==> src/rtl/alu_muldiv_unit.sv <==
// Iterative RISC-V M-extension unit: MUL/MULH/MULHSU/MULHU/DIV/DIVU/REM/REMU.
// One shift-add or restoring-divide step per clock behind a START/READY/VALID handshake.
module alu_muldiv_unit #(
   parameter int XLEN = 32
) (
   input  logic            CLK,
   input  logic            RESET,
   input  logic            START,
   input  logic            FLUSH,
   input  logic [XLEN-1:0] DATA1,
   input  logic [XLEN-1:0] DATA2,
   input  logic [2:0]      SELECT,
   output logic            READY,
   output logic            VALID,
   output logic [XLEN-1:0] RESULT,
   output logic            zero_signal
);
   localparam int CNTW = $clog2(XLEN) + 1;

   localparam logic [2:0] OP_MUL    = 3'd0;
   localparam logic [2:0] OP_MULH   = 3'd1;
   localparam logic [2:0] OP_MULHSU = 3'd2;
   localparam logic [2:0] OP_MULHU  = 3'd3;
   localparam logic [2:0] OP_DIV    = 3'd4;
   localparam logic [2:0] OP_DIVU   = 3'd5;
   localparam logic [2:0] OP_REM    = 3'd6;
   localparam logic [2:0] OP_REMU   = 3'd7;

   typedef enum logic [1:0] {
      IDLE,
      BUSY,
      DONE
   } state_t;

   state_t            state_q, state_d;
   logic [2:0]        op_q, op_d;
   logic [CNTW-1:0]   cnt_q, cnt_d;
   logic [XLEN-1:0]   hi_q, hi_d;
   logic [XLEN-1:0]   lo_q, lo_d;
   logic [XLEN-1:0]   opb_q, opb_d;
   logic              neg_q, neg_d;
   logic [XLEN-1:0]   result_q, result_d;
   logic              ready_q, ready_d;
   logic              valid_q, valid_d;

   logic              sign1_in, sign2_in;
   logic [XLEN-1:0]   mag1_in, mag2_in;
   logic              div_zero_in, overflow_in, special_in;
   logic [XLEN-1:0]   special_result_in;

   logic [XLEN:0]     mul_sum, div_shift, div_diff;
   logic [XLEN-1:0]   step_hi, step_lo;
   logic [2*XLEN-1:0] prod_mag, prod_signed;
   logic [XLEN-1:0]   quo_signed, rem_signed, final_result;

   // Operand decode at the accept edge: which operands are signed, their
   // magnitudes, and whether the operation resolves without iterating.
   always_comb begin
      sign1_in          = 1'b0;
      sign2_in          = 1'b0;
      special_result_in = '0;
      unique case (SELECT)
         OP_MUL, OP_MULHSU: sign1_in = DATA1[XLEN-1];
         OP_MULH, OP_DIV, OP_REM: begin
            sign1_in = DATA1[XLEN-1];
            sign2_in = DATA2[XLEN-1];
         end
         default: ;
      endcase

      mag1_in     = sign1_in ? (-DATA1) : DATA1;
      mag2_in     = sign2_in ? (-DATA2) : DATA2;
      div_zero_in = (DATA2 == '0);
      overflow_in = ((SELECT == OP_DIV) || (SELECT == OP_REM)) &&
                    (DATA1 == {1'b1, {(XLEN-1){1'b0}}}) && (DATA2 == '1);
      special_in  = SELECT[2] && (div_zero_in || overflow_in);

      if (SELECT == OP_DIV || SELECT == OP_DIVU)
         special_result_in = div_zero_in ? '1 : DATA1;
      else
         special_result_in = div_zero_in ? DATA1 : '0;
   end

   // One iteration: shift-add for multiply, restoring trial-subtract for divide.
   always_comb begin
      mul_sum   = {1'b0, hi_q} + (lo_q[0] ? {1'b0, opb_q} : '0);
      div_shift = {hi_q, lo_q[XLEN-1]};
      div_diff  = div_shift - {1'b0, opb_q};
      if (op_q[2]) begin
         if (!div_diff[XLEN]) begin
            step_hi = div_diff[XLEN-1:0];
            step_lo = {lo_q[XLEN-2:0], 1'b1};
         end else begin
            step_hi = div_shift[XLEN-1:0];
            step_lo = {lo_q[XLEN-2:0], 1'b0};
         end
      end else begin
         step_hi = mul_sum[XLEN:1];
         step_lo = {mul_sum[0], lo_q[XLEN-1:1]};
      end
   end

   // Sign correction on the final step's output, then pick the requested half.
   always_comb begin
      prod_mag    = {step_hi, step_lo};
      prod_signed = neg_q ? (-prod_mag) : prod_mag;
      quo_signed  = neg_q ? (-step_lo) : step_lo;
      rem_signed  = neg_q ? (-step_hi) : step_hi;
      unique case (op_q)
         OP_MUL:                       final_result = prod_signed[XLEN-1:0];
         OP_MULH, OP_MULHSU, OP_MULHU: final_result = prod_signed[2*XLEN-1:XLEN];
         OP_DIV, OP_DIVU:              final_result = quo_signed;
         default:                      final_result = rem_signed;
      endcase
   end

   always_comb begin
      state_d  = state_q;
      op_d     = op_q;
      cnt_d    = cnt_q;
      hi_d     = hi_q;
      lo_d     = lo_q;
      opb_d    = opb_q;
      neg_d    = neg_q;
      result_d = result_q;

      unique case (state_q)
         IDLE: begin
            if (START && !FLUSH) begin
               op_d  = SELECT;
               neg_d = (SELECT == OP_REM || SELECT == OP_REMU) ? sign1_in
                                                               : (sign1_in ^ sign2_in);
               if (special_in) begin
                  result_d = special_result_in;
                  cnt_d    = '0;
                  hi_d     = '0;
                  lo_d     = '0;
                  opb_d    = '0;
                  state_d  = DONE;
               end else begin
                  cnt_d   = CNTW'(XLEN);
                  hi_d    = '0;
                  lo_d    = SELECT[2] ? mag1_in : mag2_in;
                  opb_d   = SELECT[2] ? mag2_in : mag1_in;
                  state_d = BUSY;
               end
            end
         end
         BUSY: begin
            if (FLUSH) begin
               cnt_d   = '0;
               state_d = IDLE;
            end else begin
               hi_d  = step_hi;
               lo_d  = step_lo;
               cnt_d = cnt_q - CNTW'(1);
               if (cnt_q == CNTW'(1)) begin
                  result_d = final_result;
                  state_d  = DONE;
               end
            end
         end
         DONE:    state_d = IDLE;
         default: state_d = IDLE;
      endcase

      ready_d = (state_d == IDLE);
      valid_d = (state_d == DONE);
   end

   always_ff @(posedge CLK) begin
      if (RESET) begin
         state_q  <= IDLE;
         op_q     <= '0;
         cnt_q    <= '0;
         hi_q     <= '0;
         lo_q     <= '0;
         opb_q    <= '0;
         neg_q    <= 1'b0;
         result_q <= '0;
         ready_q  <= 1'b1;
         valid_q  <= 1'b0;
      end else begin
         state_q  <= state_d;
         op_q     <= op_d;
         cnt_q    <= cnt_d;
         hi_q     <= hi_d;
         lo_q     <= lo_d;
         opb_q    <= opb_d;
         neg_q    <= neg_d;
         result_q <= result_d;
         ready_q  <= ready_d;
         valid_q  <= valid_d;
      end
   end

   assign READY       = ready_q;
   assign VALID       = valid_q;
   assign RESULT      = result_q;
   assign zero_signal = ~|result_q;

endmodule

==> config.mk <==
export PLATFORM = sky130hd
export DESIGN_NAME = alu_muldiv_unit
export DESIGN_NICKNAME = d
export VERILOG_FILES = /design/src/rtl/alu_muldiv_unit.sv
export SDC_FILE = /design/constraint.sdc
export NUM_CORES = 1
export LEC_CHECK = 0
export ABC_AREA = 0
export ABC_CLOCK_PERIOD_IN_PS = 7700
export CAP_MARGIN = 20
export CORE_ASPECT_RATIO = 0.5
export CORE_MARGIN = 5
export CORE_UTILIZATION = 45
export CTS_BUF_LIST = sky130_fd_sc_hd__clkbuf_16
export CTS_CLUSTER_DIAMETER = 60
export DETAILED_ROUTE_END_ITERATION = 8
export HOLD_SLACK_MARGIN = 0.03
export PLACE_DENSITY_LB_ADDON = 0.25
export SYNTH_ARGS = -nofsm -noshare
export SYNTH_HDL_FRONTEND = slang
export SYNTH_SLANG_ARGS = --single-unit
==> constraint.sdc <==
create_clock -name CLK -period 7.7 [get_ports CLK]
set_input_delay 1.155 -clock CLK [delete_from_list [all_inputs] [get_ports CLK]]
set_output_delay 1.155 -clock CLK [all_outputs]
set_load 0.005 [all_outputs]
==> results.toml <==
[status]
outcome = "complete, no violations"

[global_route]
grt_overflow_total = 0
antenna_found_initial = 0
grt_max_degree = 74
grtUsageTotal_pct = 31.9
grt_pass1_wl_um = 97200
grt_pass1_vias = 15975

[cts]
cts_made_buffers = 17
h-tree-depth = 4
ctsResizeCount = 0
clkSinkCount = 142
cts_setup_buffers = 0
postCtsHoldBufs = 0
clockBufferDepth = 2
tritoncts = "built"
cts_root_buf = "clkbuf_16"
path_clk_slew_ns = 0.07
clock_latency_ns = 0.46

[route]
wl_met3_um = 8710
firstDrtPassIters = 6
ant_nets = 0
post-route-drc-count = 0
wl_met2_um = 25900
wl_per_cell_um = 23.6
drt_wl_total_um = 64600
drtIter0Drc = 2482
met1_length_um = 27900
top_layer = "met4"
via_count = 17870
via_per_inst = 6.53

[critical_path]
cp_max_fo = 6
critPathArrivalTime_ns = 6.87
critPathBufInv = 2
cp_top_family = "compound AO/OA/AOI/OAI gates"
max_stage_delay_ns = 0.76
worstSetupPathType = "reg -> reg"
crit_chain = "inv_1 -> ha_1 -> inv_1 -> fa_1 -> a211oi_1 -> o211ai_1 -> and3_1 -> o211a_1 -> o211a_1 -> a21oi_2 -> ha_1 -> o2111ai_1 -> or2_2 -> or4_1 -> nor2_1 -> a41oi_1 -> nor3_1 -> nor4b_1 -> a41oi_1 -> xnor2_1 -> a221oi_1 -> a2111oi_0"
crit_path_end_kind = "flop"
cp_slowest_cell = "nor4b_1"
critPathLaunchType = "flop"
required_ns = 8.05

[synth]
ys_seq_area_share_pct = 17.9
yosysTopAreaCell = "dfxtp_1"
yosysUniqueCellTypes = 109
async_reset_ff_share_pct = 0
ys_ff_latch = 142
syn_area_per_cell_um2 = 7.11
synth_area_um2 = 15900
ys_top_cells_by_count = "285 x nor2_1, 222 x a21oi_1, 188 x nand2_1"
synth.area.top_cells = "dfxtp_1 18%, a21oi_1 7.0%, nor2_1 6.7%, ha_1 5.6%, o21ai_0 4.8%"
postSynthNetCount = 2379
yosys_warnings = 0
synthDominantCellAreaShare_pct = 17.9
ys.flop_type = "dfxtp_1"
yosys.cell_count.top_type = "nor2_1"
synth_enable_flop_cells = 0
synthCells = 2235

[floorplan]
dieHeight_um = 143
row_count = 48
initial_core_util_pct = 45.9
die_w_um = 276
num_io_pins = 106
dieArea_um2 = 39400
core_um2 = 34700

[place]
place_congestion = 1.02
dp.cells = 2702
place.port_buffers = 105
dp_hpwl_um = 49800

[final_layout]
fillers = 3443
seq_area_um2 = 2850
area_growth_pct = 11.0
num_antenna_cells = 0
layoutNonFillerInstCount = 2735
nets = 2391
multi_input_area_um2 = 12000
drive_gt1_share_pct = 6.28

[sta]
fin_tns_setup_ns = 0
setup_viol = 0
tightest_slew_ns = 1.17
period_share_pct = 84.7
slew_headroom_pct = 21.7
fin_skew_ns = 0.00973
period_minus_slack_ns = 6.53
final-hold-violation-count = 0
rsz0062_at_grt = "no"
slew_viol_final = 0
fmax_mhz = 153

[pwr]
power_density_nw_per_um2 = 153
leakage_nw = 6.53
vdd_drop_max_v = 0.000160

[min_path]
hp-class = "reg -> reg"

[flow_run]
cap_violations = 0
[per-stage QoR]
stage                     power [mW]  util, %  hold WS, ns  setup slack (ns)  instance area [um2]
after floorplan                 1.45        -        0.439              2.04                15900
after global placement          1.73     49.1        0.450              1.47                17000
after detailed placement        1.74     49.1        0.454              1.35                17000
after CTS                       2.66     50.9        0.462              1.35                17600
after global routing            2.80     50.9        0.485             0.830                17600
final                           2.69     50.9        0.465              1.17                17600
[final timing paths]
check	startpoint	to	cells after the start	slack, ns
worst max-delay path	lo_q[31]	RESULT[26]	22	1.17
worst min-delay path	opb_q[2]	opb_q[2]	2	0.47
worst max register to register	lo_q[31]	RESULT[26]	22	1.17
worst min register to register	opb_q[2]	opb_q[2]	2	0.47
[cells in the final DEF (no fill, tap or decap), drive strengths merged, types with 17 or more instances in the layout]
cell and instances:
nand3 43, nand2b 25, a311oi 17, and3 21, nor4 28, ha 71
o211ai 47, clkdlybuf4s50 103, buf 35, nand4 30, xor2 60, inv 76
a21o 22, nor3 57, nor2 287, and2 46, o221ai 21, o2111ai 29
nand2 189, xnor2 84, a22oi 30, dfxtp 142, o31ai 24, a21oi 223
a211oi 48, o21ai 162, mux2i 50, or3 19, clkbuf 18, a31oi 31
[where the power goes]
part	leakage (nW)	internal [mW]	switching, mW
sequential	1.16	0.765	0.0355
combinational	5.07	0.327	0.631
clock	0.303	0.547	0.386
total	6.53	1.64	1.05
[state kept, by name (all words and copies together), names as in the netlist]
signal / cells
READY: 1
RESULT: 32
VALID: 1
cnt_q: 6
hi_q: 32
lo_q: 32
neg_q: 1
op_q: 3
opb_q: 32
state_q: 2
[area by class of cell]
cell class / count / share of cell area, %
clock buffers: 17 / 2.41
multi-input cells: 1875 / 68.0
flip-flops and latches: 142 / 16.1
repair buffers: 139 / 7.36
inverters: 72 / 1.53
well taps: 475 / 3.37
clock inverters: 15 / 1.18
[worst register-to-register path: stages, from the launching register on]
cell and delay [ns]:
dfxtp_1 0.33, inv_1 0.08, ha_1 0.17, inv_1 0.05, fa_1 0.42, a211oi_1 0.36, o211ai_1 0.20, and3_1 0.22
o211a_1 0.26, o211a_1 0.30, a21oi_2 0.29, ha_1 0.25, o2111ai_1 0.14, or2_2 0.35, or4_1 0.53, nor2_1 0.39
a41oi_1 0.27, nor3_1 0.19, nor4b_1 0.76, a41oi_1 0.24, xnor2_1 0.19, a221oi_1 0.09, a2111oi_0 0.32
[routing by layer]
metal	vias to the layer above	track usage, %
li1	8339	-
met1	8350	45.3
met2	1027	45.8
met3	154	10.5
met4	0	9.58
met5	-	0
[logic make-up after synthesis]
logic type	after synthesis	synth area share, %
simple gates	801	24.5
flops	142	17.9
buf+inv	218	6.73
xor+xnor	144	7.94
compound gates	800	33.5
mux	57	3.67
fa+ha+maj	73	5.84
(Power assumes the default switching activity.)
